[config.mk]
export PLATFORM = sky130hd
export DESIGN_NAME = ghost_mode_scheduler_flat
export DESIGN_NICKNAME = d
export VERILOG_FILES = /design/src/rtl/ghost_mode_scheduler_if.sv /design/src/rtl/ghost_mode_scheduler.sv /design/src/flat_wrapper.sv
export SDC_FILE = /design/constraint.sdc
export NUM_CORES = 1
export LEC_CHECK = 0
export CORE_AREA = 2 2 69 71
export DETAILED_ROUTE_END_ITERATION = 7
export DIE_AREA = 0 0 71 73
export PLACE_DENSITY_LB_ADDON = 0.15
export SETUP_SLACK_MARGIN = 0.2
export SLEW_MARGIN = 15
export SYNTH_ARGS = -nofsm -noshare
export SYNTH_HDL_FRONTEND = slang
export SYNTH_SLANG_ARGS = --single-unit
[constraint.sdc]
create_clock -name clk -period 7 [get_ports clk]
set_clock_uncertainty 0.15 [all_clocks]
set_input_delay 1.05 -clock clk [delete_from_list [all_inputs] [get_ports clk]]
set_output_delay 1.05 -clock clk [all_outputs]
set_load 0.05 [all_outputs]
[src/rtl/ghost_mode_scheduler_if.sv]
// Bundle between game-state logic (master) and the ghost mode scheduler (slave).
// The release flags are named release_flags because "release" is a reserved word.
interface ghost_mode_scheduler_if;
  logic       frame_tick;
  logic       level_start;
  logic       energizer_eaten;
  logic       dot_eaten;
  logic [1:0] mode;
  logic       fright_flash;
  logic       reverse_pulse;
  logic [3:0] release_flags;
  logic [2:0] phase_idx;

  modport master (
    output frame_tick, level_start, energizer_eaten, dot_eaten,
    input  mode, fright_flash, reverse_pulse, release_flags, phase_idx
  );

  modport slave (
    input  frame_tick, level_start, energizer_eaten, dot_eaten,
    output mode, fright_flash, reverse_pulse, release_flags, phase_idx
  );
endinterface

[src/rtl/ghost_mode_scheduler.sv]
// Global ghost behaviour sequencer: scatter/chase timetable, frightened override,
// reverse commands and ghost-house release ordering.
module ghost_mode_scheduler #(
  parameter int unsigned SCATTER_LONG    = 420,
  parameter int unsigned SCATTER_SHORT   = 300,
  parameter int unsigned CHASE_FRAMES    = 1200,
  parameter int unsigned FRIGHT_FRAMES   = 360,
  parameter int unsigned FLASH_FRAMES    = 120,
  parameter int unsigned INKY_DOT_LIMIT  = 30,
  parameter int unsigned CLYDE_DOT_LIMIT = 60,
  parameter int unsigned RELEASE_TIMEOUT = 240
) (
  input logic                   clk,
  input logic                   reset,
  ghost_mode_scheduler_if.slave bus
);

  localparam int unsigned PHASE_W  = 11;
  localparam int unsigned FRIGHT_W = $clog2(FRIGHT_FRAMES);
  localparam int unsigned IDLE_W   = $clog2(RELEASE_TIMEOUT + 1);
  localparam int unsigned DOT_W    = 7;

  localparam logic [1:0] ST_IDLE   = 2'd0;
  localparam logic [1:0] ST_RUN    = 2'd1;
  localparam logic [1:0] ST_FRIGHT = 2'd2;

  localparam logic [1:0] MODE_SCATTER = 2'b00;
  localparam logic [1:0] MODE_FRIGHT  = 2'b10;

  logic [1:0]          state, state_next;
  logic [2:0]          phase_idx, phase_idx_next;
  logic [PHASE_W-1:0]  phase_cnt, phase_cnt_next;
  logic [FRIGHT_W-1:0] fright_cnt, fright_cnt_next;
  logic [DOT_W-1:0]    dot_cnt, dot_cnt_next;
  logic [IDLE_W-1:0]   idle_cnt, idle_cnt_next;
  logic [1:0]          next_ghost, next_ghost_next;
  logic [3:0]          release_flags, release_flags_next;
  logic [1:0]          mode, mode_next;
  logic                fright_flash, fright_flash_next;
  logic                reverse_pulse, reverse_pulse_next;
  logic                limit_hit, timeout_hit;

  // Last phase_cnt value of each timed phase; phase 7 is never timed.
  function automatic logic [PHASE_W-1:0] phase_last(input logic [2:0] p);
    case (p)
      3'd0, 3'd2: return PHASE_W'(SCATTER_LONG - 1);
      3'd4, 3'd6: return PHASE_W'(SCATTER_SHORT - 1);
      default:    return PHASE_W'(CHASE_FRAMES - 1);
    endcase
  endfunction

  function automatic logic [DOT_W-1:0] dot_limit(input logic [1:0] g);
    case (g)
      2'd2:    return DOT_W'(INKY_DOT_LIMIT);
      2'd3:    return DOT_W'(CLYDE_DOT_LIMIT);
      default: return '0;
    endcase
  endfunction

  always_ff @(posedge clk) begin
    if (reset) begin
      state         <= ST_IDLE;
      phase_idx     <= '0;
      phase_cnt     <= '0;
      fright_cnt    <= '0;
      dot_cnt       <= '0;
      idle_cnt      <= '0;
      next_ghost    <= '0;
      release_flags <= '0;
      mode          <= MODE_SCATTER;
      fright_flash  <= 1'b0;
      reverse_pulse <= 1'b0;
    end else begin
      state         <= state_next;
      phase_idx     <= phase_idx_next;
      phase_cnt     <= phase_cnt_next;
      fright_cnt    <= fright_cnt_next;
      dot_cnt       <= dot_cnt_next;
      idle_cnt      <= idle_cnt_next;
      next_ghost    <= next_ghost_next;
      release_flags <= release_flags_next;
      mode          <= mode_next;
      fright_flash  <= fright_flash_next;
      reverse_pulse <= reverse_pulse_next;
    end
  end

  always_comb begin
    state_next         = state;
    phase_idx_next     = phase_idx;
    phase_cnt_next     = phase_cnt;
    fright_cnt_next    = fright_cnt;
    dot_cnt_next       = dot_cnt;
    idle_cnt_next      = idle_cnt;
    next_ghost_next    = next_ghost;
    release_flags_next = release_flags;
    reverse_pulse_next = 1'b0;
    limit_hit          = 1'b0;
    timeout_hit        = 1'b0;

    // Energizer takes priority over a coincident phase-boundary tick.
    case (state)
      ST_IDLE: ;
      ST_RUN: begin
        if (bus.energizer_eaten) begin
          state_next         = ST_FRIGHT;
          fright_cnt_next    = '0;
          reverse_pulse_next = 1'b1;
        end else if (bus.frame_tick) begin
          if (phase_idx != 3'd7) begin
            if (phase_cnt == phase_last(phase_idx)) begin
              phase_idx_next     = phase_idx + 1'b1;
              phase_cnt_next     = '0;
              reverse_pulse_next = 1'b1;
            end else begin
              phase_cnt_next = phase_cnt + 1'b1;
            end
          end else if (phase_cnt != '1) begin
            phase_cnt_next = phase_cnt + 1'b1;
          end
        end
      end
      ST_FRIGHT: begin
        if (bus.energizer_eaten) begin
          fright_cnt_next = '0;
        end else if (bus.frame_tick) begin
          if (fright_cnt == FRIGHT_W'(FRIGHT_FRAMES - 1)) begin
            state_next      = ST_RUN;
            fright_cnt_next = '0;
          end else begin
            fright_cnt_next = fright_cnt + 1'b1;
          end
        end
      end
      default: state_next = ST_IDLE;
    endcase

    // House release: a dot-limit hit or an inactivity timeout frees the next ghost.
    if (state != ST_IDLE && !release_flags[3]) begin
      limit_hit   = (dot_cnt >= dot_limit(next_ghost));
      timeout_hit = bus.frame_tick && !bus.dot_eaten &&
                    (idle_cnt == IDLE_W'(RELEASE_TIMEOUT - 1));
      if (bus.dot_eaten) begin
        dot_cnt_next  = dot_cnt + 1'b1;
        idle_cnt_next = '0;
      end else if (bus.frame_tick) begin
        idle_cnt_next = idle_cnt + 1'b1;
      end
      if (limit_hit || timeout_hit) begin
        release_flags_next[next_ghost] = 1'b1;
        next_ghost_next                = next_ghost + 1'b1;
        dot_cnt_next                   = limit_hit ? DOT_W'(bus.dot_eaten) : '0;
        if (timeout_hit) idle_cnt_next = '0;
      end
    end

    if (bus.level_start) begin
      state_next         = ST_RUN;
      phase_idx_next     = '0;
      phase_cnt_next     = '0;
      fright_cnt_next    = '0;
      dot_cnt_next       = '0;
      idle_cnt_next      = '0;
      next_ghost_next    = 2'd1;
      release_flags_next = 4'b0001;
      reverse_pulse_next = 1'b0;
    end

    case (state_next)
      ST_FRIGHT: mode_next = MODE_FRIGHT;
      ST_RUN:    mode_next = {1'b0, phase_idx_next[0]};
      default:   mode_next = MODE_SCATTER;
    endcase
    fright_flash_next = (state_next == ST_FRIGHT) &&
                        (fright_cnt_next >= FRIGHT_W'(FRIGHT_FRAMES - FLASH_FRAMES));
  end

  assign bus.mode          = mode;
  assign bus.fright_flash  = fright_flash;
  assign bus.reverse_pulse = reverse_pulse;
  assign bus.release_flags = release_flags;
  assign bus.phase_idx     = phase_idx;

endmodule
[src/flat_wrapper.sv]
// flat-port wrapper written by rule: the top's interface ports become plain ports
module ghost_mode_scheduler_flat 
#(
  parameter int unsigned SCATTER_LONG    = 420,
  parameter int unsigned SCATTER_SHORT   = 300,
  parameter int unsigned CHASE_FRAMES    = 1200,
  parameter int unsigned FRIGHT_FRAMES   = 360,
  parameter int unsigned FLASH_FRAMES    = 120,
  parameter int unsigned INKY_DOT_LIMIT  = 30,
  parameter int unsigned CLYDE_DOT_LIMIT = 60,
  parameter int unsigned RELEASE_TIMEOUT = 240
)
  (clk, reset, bus_frame_tick, bus_level_start, bus_energizer_eaten, bus_dot_eaten, bus_mode, bus_fright_flash, bus_reverse_pulse, bus_release_flags, bus_phase_idx);
  ghost_mode_scheduler_if bus_i ();
  input logic clk;
  input logic reset;
  input wire logic [$bits(bus_i.frame_tick)-1:0] bus_frame_tick;
  input wire logic [$bits(bus_i.level_start)-1:0] bus_level_start;
  input wire logic [$bits(bus_i.energizer_eaten)-1:0] bus_energizer_eaten;
  input wire logic [$bits(bus_i.dot_eaten)-1:0] bus_dot_eaten;
  output wire logic [$bits(bus_i.mode)-1:0] bus_mode;
  output wire logic [$bits(bus_i.fright_flash)-1:0] bus_fright_flash;
  output wire logic [$bits(bus_i.reverse_pulse)-1:0] bus_reverse_pulse;
  output wire logic [$bits(bus_i.release_flags)-1:0] bus_release_flags;
  output wire logic [$bits(bus_i.phase_idx)-1:0] bus_phase_idx;
  assign bus_i.frame_tick = bus_frame_tick;
  assign bus_i.level_start = bus_level_start;
  assign bus_i.energizer_eaten = bus_energizer_eaten;
  assign bus_i.dot_eaten = bus_dot_eaten;
  assign bus_mode = bus_i.mode;
  assign bus_fright_flash = bus_i.fright_flash;
  assign bus_reverse_pulse = bus_i.reverse_pulse;
  assign bus_release_flags = bus_i.release_flags;
  assign bus_phase_idx = bus_i.phase_idx;
  ghost_mode_scheduler #(.SCATTER_LONG(SCATTER_LONG), .SCATTER_SHORT(SCATTER_SHORT), .CHASE_FRAMES(CHASE_FRAMES), .FRIGHT_FRAMES(FRIGHT_FRAMES), .FLASH_FRAMES(FLASH_FRAMES), .INKY_DOT_LIMIT(INKY_DOT_LIMIT), .CLYDE_DOT_LIMIT(CLYDE_DOT_LIMIT), .RELEASE_TIMEOUT(RELEASE_TIMEOUT)) u_core (.clk(clk), .reset(reset), .bus(bus_i));
endmodule
-- After elaboration in Yosys (flattened, before gate mapping)
Cells that the tools add are included.
- memories kept: 0
- latch bits: 0
- bits in writable memories: 0
- bits in read-only memories: 0
- flip-flop bits (word level): 50
- logic and storage cells: 113
- output and inout bits: 11
- input bits: 6
- div/mod/pow operators: 0
- $mul: 0
- reductions and logical operators: 24
- eq/ne operators: 14
- order comparisons: 4
- add/subtract/negate cells: 6
- bitwise operators: 3
- mux-type cells: 48
- shifts and indexed selects: 0
- operator list (cell ; count):
    11-bit two-way mux ; 7
    9-bit two-way mux ; 5
    8-bit two-way mux ; 4
    11-bit one-hot mux with 2 select lines ; 1
    7-bit two-way mux ; 3
    1-bit two-way mux ; 18
    9-bit one-hot mux with 2 select lines ; 1
    6-bit one-hot mux with 2 select lines ; 1
    11-bit by 1-bit adder with 11-bit output (second input constant) ; 1
    11-bit equality test ; 1
    11-bit inequality test (second input constant) ; 1
    2-bit two-way mux ; 5
    2-bit nonzero test ; 5
    9-bit by 1-bit adder with 9-bit output (second input constant) ; 1
    9-bit equality test (second input constant) ; 1
    9-bit by 8-bit >= comparator with 1-bit output (second input constant) ; 1
    8-bit by 1-bit adder with 8-bit output (second input constant) ; 1
    2-bit equality test (second input constant) ; 4
    8-bit equality test (second input constant) ; 1
    7-bit by 1-bit adder with 7-bit output (second input constant) ; 1
    7-bit >= comparator ; 1
    3-bit equality test (second input constant) ; 2
    2-bit one-hot mux with 3 select lines ; 1
    2-bit AND reduction ; 3
    20 further kinds ; 29

-- Depth between registers and ports, before layout
Gate-level depths: netlist of the first run.
- depth after elaboration: 15
- depth in mapped cells: 10
- gate-level depth less buffers: 10

-- Worst setup path after synthesis of the first run
OpenSTA, ideal clock, no wires.
- kind: in2reg
- start point: input bus_frame_tick
- end point: register u_core.mode[0], in the netlist u_core.bus.mode[0]
- required time: 6763 ps
- setup time: 87 ps
- cell stages on the path: 7
- slack: 4255 ps
- path buffers: 0
- arrival time: 2507 ps
- cell sequence: and3_1 -> nand3_1 -> o21ai_0 -> a2111oi_0 -> inv_1 -> ha_1 -> nor4b_2
- longest elaborated chain between the ends: 6
- elaborated cells on any way between the ends: 11
- those cells by class: 2 x eq/ne; 9 x mux
- RTL lines (what ; RTL line ; text):
    from (decl) ; flat_wrapper.sv:17 ; input wire logic [$bits(bus_i.frame_tick)-1:0] bus_frame_tick;
    2-bit two-way mux (*) ; ghost_mode_scheduler.sv:126 ; end else if (bus.frame_tick) begin
    2-bit two-way mux (*) ; ghost_mode_scheduler.sv:124 ; if (bus.energizer_eaten) begin
    2-bit one-hot mux with 3 select lines (*) ; ghost_mode_scheduler.sv:102 ; case (state)
    2-bit two-way mux (*) ; ghost_mode_scheduler.sv:157 ; if (bus.level_start) begin
    net u_core.state_next[1] ; ghost_mode_scheduler.sv:30 ; logic [1:0] state, state_next;
    2-bit by 1-bit equality test with 1-bit output / 2-bit equality test (equally long branches) ; ghost_mode_scheduler.sv:169 ; case (state_next)
    2-bit one-hot mux with 2 select lines (*) ; ghost_mode_scheduler.sv:169 ;
    to (signal assigned) ; ghost_mode_scheduler.sv:82 ; mode <= mode_next;
    to (decl) ; ghost_mode_scheduler.sv:38 ; logic [1:0] mode, mode_next;
The timed path passes the listed nets; every way through them passes the cells marked *.
A chain may end at the register's enable or synchronous reset.

-- Final worst setup path of the first run
Ends and elaborated chain as after synthesis.

==> results of run 1 <==
==> worst paths after layout <==
check	from	to	slack, ns	depth (start not counted)
hold / removal	u_core.bus.release_flags[1]$_SDFFE_PP0P_	u_core.bus.release_flags[1]$_SDFFE_PP0P_	0.33	2
hold reg to reg	u_core.bus.release_flags[1]$_SDFFE_PP0P_	u_core.bus.release_flags[1]$_SDFFE_PP0P_	0.33	2
setup reg to reg	u_core.next_ghost[0]$_SDFFE_PP0P_	u_core.dot_cnt[2]$_SDFFE_PP0P_	4.29	9
setup / recovery	bus_frame_tick	u_core.bus.mode[0]$_SDFF_PP0_	3.54	8
==> layout make-up <==
class                           count  share of cell area, %
Inverter                           13                   1.59
Multi-Input combinational cell    248                   53.7
Clock buffer                        6                   2.69
Clock inverter                      2                   1.96
Sequential cell                    50                   32.6
Tap cell                           54                   2.20
Timing Repair Buffer               16                   5.22
==> worst max-delay path: cells and delay by family <==
kind            cells  cell delay [ns]
compound gates      2             0.68
buf+inv             2             0.82
fa+ha+maj           1             0.33
simple gates        3             0.64
==> placed cells by master (no fill, tap or decap), types with 3 or more instances in the layout <==
master and count:
a21oi_1 23, a32o_1 3, and2_1 5, and3_1 8, and4_1 3, clkbuf_8 6, clkdlybuf4s50_1 16, dfxtp_1 50
ha_1 23, inv_1 13, nand2_1 20, nand2b_1 10, nand3_1 12, nand4_1 6, nand4b_1 4, nor2_1 45
nor2b_1 6, nor3_1 10, nor3b_1 6, nor4_1 3, o21ai_0 8, xnor2_1 8, xor2_1 10
==> through the flow <==
step / util [%] / worst slack [ns] / total power, W / hold slack [ns] / instance area (um^2)
final: 67.6 / 3.54 / 0.000582 / 0.328 / 3070
after global routing: 67.6 / 3.16 / 0.000605 / 0.363 / 3070
after CTS: 67.6 / 3.56 / 0.000589 / 0.334 / 3070
after detailed placement: 64.5 / 3.25 / 0.000343 / 0.311 / 2920
after global placement: 64.5 / 3.28 / 0.000342 / 0.299 / 2920
after floorplan: - / 4.26 / 0.000328 / 0.304 / 2730
==> kinds of logic after synthesis <==
kind of cell             Yosys count  synth area share [%]
AO/OA/AOI/OAI                     56                  13.7
multiplexers                       3                  1.15
XOR/XNOR                          18                  5.78
buffers and inverters             19                  2.94
AND/OR/NAND/NOR                  148                  29.2
adder cells (fa/ha/maj)           23                  10.6
flip-flops                        50                  36.7
==> layer usage <==
layer	share of wire [%]	wire length [um]
met5	0	0
met1	49	2550
met2	47	2430
met3	3.2	165
met4	0.62	32
==> power breakdown <==
part | internal [W] | total (W) | leakage, nW | switching [W]
logic | 0.0000166 | 0.0000464 | 0.626 | 0.0000298
registers | 0.000287 | 0.000290 | 0.404 | 0.00000268
clock network | 0.000152 | 0.000246 | 0.0714 | 0.0000933
total | 0.000456 | 0.000582 | 1.10 | 0.000126
==> sequential cells by signal, indices dropped and copies added, names as in the netlist <==
name and cells:
u_core.dot_cnt 7, u_core.bus.fright_flash 1, u_core.bus.release_flags 4, u_core.state 2
u_core.bus.reverse_pulse 1, u_core.bus.phase_idx 3, u_core.next_ghost 2, u_core.idle_cnt 8
u_core.bus.mode 2, u_core.fright_cnt 9, u_core.phase_cnt 11
==> impl_metrics.tcl, run 1 <==
set metrics [dict create \
    power.leakage_nw 1.10 \
    first_global_vias 2026 \
    fillers 402 \
    synth_edf_count 0 \
    critPathArrivalTime_ns 3.53 \
    die_x_um 71 \
    maxCapViolCount 0 \
    cp-end-kind "flop" \
    cts_buffers 5 \
    synthTopCellsByCount "dfxtp_1, nor2_1, a21oi_1, ha_1, nand2_1" \
    synth_area_leader_cell "dfxtp_1" \
    status "finished, final reports clean" \
    gr-usage-met2_pct 35.6 \
    min_path_type "reg -> reg" \
    grt_overflow 0 \
    grtUsageTotal_pct 21.8 \
    antenna_cells 0 \
    multiInputGateArea_um2 1650 \
    port-buffer-count 16 \
    syn_inst 317 \
    critPathKind "in -> reg" \
    synth.most_common_cell "dfxtp_1" \
    ys_ff_latch 50 \
    cts-resized-gates 0 \
    use_met3_pct 4.14 \
    cp-start-kind "input pin" \
    grt_pass1_wl_um 9130 \
    synthTopCellsByArea "dfxtp_1, ha_1, nor2_1, a21oi_1, xor2_1" \
    yosysSeqAreaShare_pct 36.7 \
    syn_to_final_growth_pct 12.4 \
    syn_area_um2 2730 \
    power.density_nw_per_um2 190 \
    pin_count 17 \
    final_hold_viol_count 0 \
    synth_top_area_share_pct 36.7 \
    drv_slew 0 \
    cts_max_level 2 \
    rsz0062_at_grt "false" \
    dp.cells 381 \
    avgSynthCellArea_um2 8.60 \
    viasPerCell 5.74 \
    fin_crit_ns 3.46 \
    ys_types 53 \
    clkLatencyLatePin_ns 0.30 \
    die_h_um 73 \
    final_layout_size_suffix_gt1_share_pct 4.48 \
    fin_crit_sh_pct 49.5 \
    grt_max_degree 22 \
    fmax_ghz 0.289 \
    dieArea_um2 5180 \
    drt_iter0_drc 160 \
    clkTransAtPathRegs_ns 0.09 \
    tightest_slew_ns 0.773 \
    regArea_um2 1000 \
    clock_sinks 50 \
    slowest_stage "clkdlybuf4s50_1" \
    setup_viol 0 \
    required_ns 7.07 \
    dr.pass1.iters 4 \
    slew_headroom_pct 48.4 \
    place_congestion 0.872 \
    grt_use_met1_pct 30.1 \
    num_rows 25 \
    placeableCoreArea_um2 4540 \
    crit_chain "clkdlybuf4s50_1 > and3_1 > nand3_1 > o21ai_0 > a2111oi_0 > inv_1 > ha_1 > nor4b_2" \
    antenna_found_initial 0 \
    cts.path.max_buffers 2 \
    cpPeakStageDelay_ns 0.68 \
    drt-total-wl_um 5180 \
    cts_tree "built" \
    crit_fanout 17 \
    drc 0 \
    hold_buffers 0 \
    postCtsSetupBuffers 0 \
    start_util_pct 60.1 \
    synthArstFlopShare_pct 0 \
    vias 2234 \
    synth_fp_nets 346 \
    hpwl_um 3860 \
    finalNonFillerCells 389 \
    yosysWarningCount 0 \
    wl_per_cell_um 13.3 \
    grt.busiest_layer "met2" \
    ant_nets 0 \
    tns_ns 0 \
    ys.flop_type "dfxtp_1" \
    fin_nets 363 \
    cts_root_buffer "clkbuf_8" \
    ir_drop_mv 0.121 \
]
No activity file was read; power rests on OpenSTA's default activity.
==> run 2, diff against run 1 <==
CORE_AREA = 2 2 71 73   (was 2 2 69 71)
DIE_AREA = 0 0 73 75   (was 0 0 71 73)
clock period = 3.6 ns   (was 7 ns; I/O delays follow)
==> run 2 against run 1 <==
Effect of this change: global-route usage shrank 0.80 points; core utilization is 2.2 points lower; combinational power rose by 100%; largest power group unchanged; sequential share of layout area rose by 0.20 points; critical path depth up 1; flip-flop and latch count unchanged; die area increased by 5.6%; worst hold slack is essentially flat; worst setup slack worse by 2.6 ns; non-clock buffer count up 2.
==> impl_metrics.tcl, run 2 (synthesis results as in run 1) <==
set metrics [dict create \
    hold_buffers 0 \
    ir_drop_mv 0.189 \
    dp_slack_ns 0.638 \
    top_register "u_core.phase_cnt" \
    cts.path.max_buffers 2 \
    clkLatencyLatePin_ns 0.30 \
    rsz0062_at_grt "false" \
    maxCapViolCount 0 \
    drt_iter0_drc 123 \
    layout_commonest_cell "dfxtp_1" \
    fmax_ghz 0.374 \
    pin_count 17 \
    cts_buffers 5 \
    drv_slew 0 \
    postPlaceCellArea_um2 2940 \
    hpwl_um 3880 \
    drc 0 \
    start_util_pct 58.5 \
    cts_max_level 2 \
    required_ns 3.66 \
    postCtsSetupBuffers 0 \
    holdWs_ns 0.328 \
    grt_overflow 0 \
    grt_pass1_wl_um 9090 \
    setup_viol 0 \
    syn_to_final_growth_pct 11.7 \
    fin_crit_ns 2.67 \
    cp-end-kind "flop" \
    viasPerCell 5.71 \
    cts_root_buffer "clkbuf_8" \
    crit_fanout 3 \
    critPathArrivalTime_ns 2.73 \
    grtUsageTotal_pct 21.0 \
    layout_setup_ws_ns 0.926 \
    cts-resized-gates 0 \
    status "finished, final reports clean" \
    placeableCoreArea_um2 4660 \
    reg.largest.list "u_core.phase_cnt: 11 flops, u_core.fright_cnt: 9 flops, u_core.idle_cnt: 8 flops" \
    power.leakage_nw 1.10 \
    mostFrequentLayoutCells "dfxtp_1, nor2_1, a21oi_1, ha_1, nand2_1" \
    tns_ns 0 \
    grt_max_degree 22 \
    final_hold_viol_count 0 \
    slew_headroom_pct 45.8 \
    first_global_vias 2041 \
    tightest_slew_ns 0.811 \
    vias 2231 \
    num_rows 25 \
    antenna_cells 0 \
    drt-total-wl_um 5310 \
    clock_sinks 50 \
    place_congestion 0.828 \
    clkTransAtPathRegs_ns 0.09 \
    critPathKind "in -> reg" \
    wl_per_cell_um 13.6 \
    stdcell_area_um2 3050 \
    power_w 0.00105 \
    port-buffer-count 16 \
    dr.pass1.iters 4 \
    ant_nets 0 \
    fin_nets 365 \
    antenna_found_initial 0 \
    cp-start-kind "input pin" \
    largest_register_ff_count 11 \
    fin_crit_sh_pct 74.3 \
    min_path_type "reg -> reg" \
    cts_tree "built" \
    dieArea_um2 5480 \
    die_h_um 75 \
    die_x_um 73 \
    power.density_nw_per_um2 345 \
    final_layout_size_suffix_gt1_share_pct 5.04 \
]
## run 2: cell types whose count changed in the layout (fill, tap and decap cells not counted), sizes merged
cell / before / now
buf: 0 / 2
clkinv: 0 / 2
bufinv: 2 / 1
clkbuf: 6 / 5
## run 2: where the power goes
part	leakage (nW)	switching, W	internal [W]
registers	0.404	0.00000536	0.000558
clock network	0.0579	0.000189	0.000205
logic	0.636	0.0000592	0.0000336
total	1.10	0.000254	0.000797
## run 2: worst max-delay path: stages
cell and delay (ns):
clkdlybuf4s50_1 0.45, and3_1 0.18, nand3_1 0.10, o21ai_0 0.08, a2111oi_0 0.62, ha_1 0.24
nor2b_1 0.21, nand2_1 0.08, o41ai_1 0.23
## run 2: worst paths after layout
kind                                             from                                       end  slack (ns)  cells past startpoint
max                                    bus_frame_tick        u_core.bus.fright_flash$_SDFF_PP0_        0.93                      9
min          u_core.bus.release_flags[1]$_SDFFE_PP0P_  u_core.bus.release_flags[1]$_SDFFE_PP0P_        0.33                      2
max reg2reg         u_core.next_ghost[0]$_SDFFE_PP0P_            u_core.dot_cnt[2]$_SDFFE_PP0P_        0.94                      9
min reg2reg  u_core.bus.release_flags[1]$_SDFFE_PP0P_  u_core.bus.release_flags[1]$_SDFFE_PP0P_        0.33                      2
## run 2: layout make-up
cell class	count	area, um^2
Fill cell	417	1610
Sequential cell	50	1000
Multi-Input combinational cell	248	1650
Inverter	13	48.8
Timing Repair Buffer	18	175
Clock inverter	3	40.0
Clock buffer	5	68.8
Tap cell	54	67.6
## run 2: metrics by stage
stage / std cells / util [%]
6_report: 391 / 65.4
5_1_grt: 391 / 65.4
4_1_cts: 391 / 65.4
3_5_place_dp: 383 / 63.1
3_3_place_gp: 383 / 63.1
2_1_floorplan: 317 / -
## run 2: per-layer routing
layer  vias to the layer above  global-route usage, %  part of all wire (%)
met5                         -                      0                     0
met4                         0                   7.20                   1.6
met3                         8                   4.42                   3.4
met2                        36                   33.7                    43
met1                      1016                   28.2                    52
li1                       1171                      -                     -
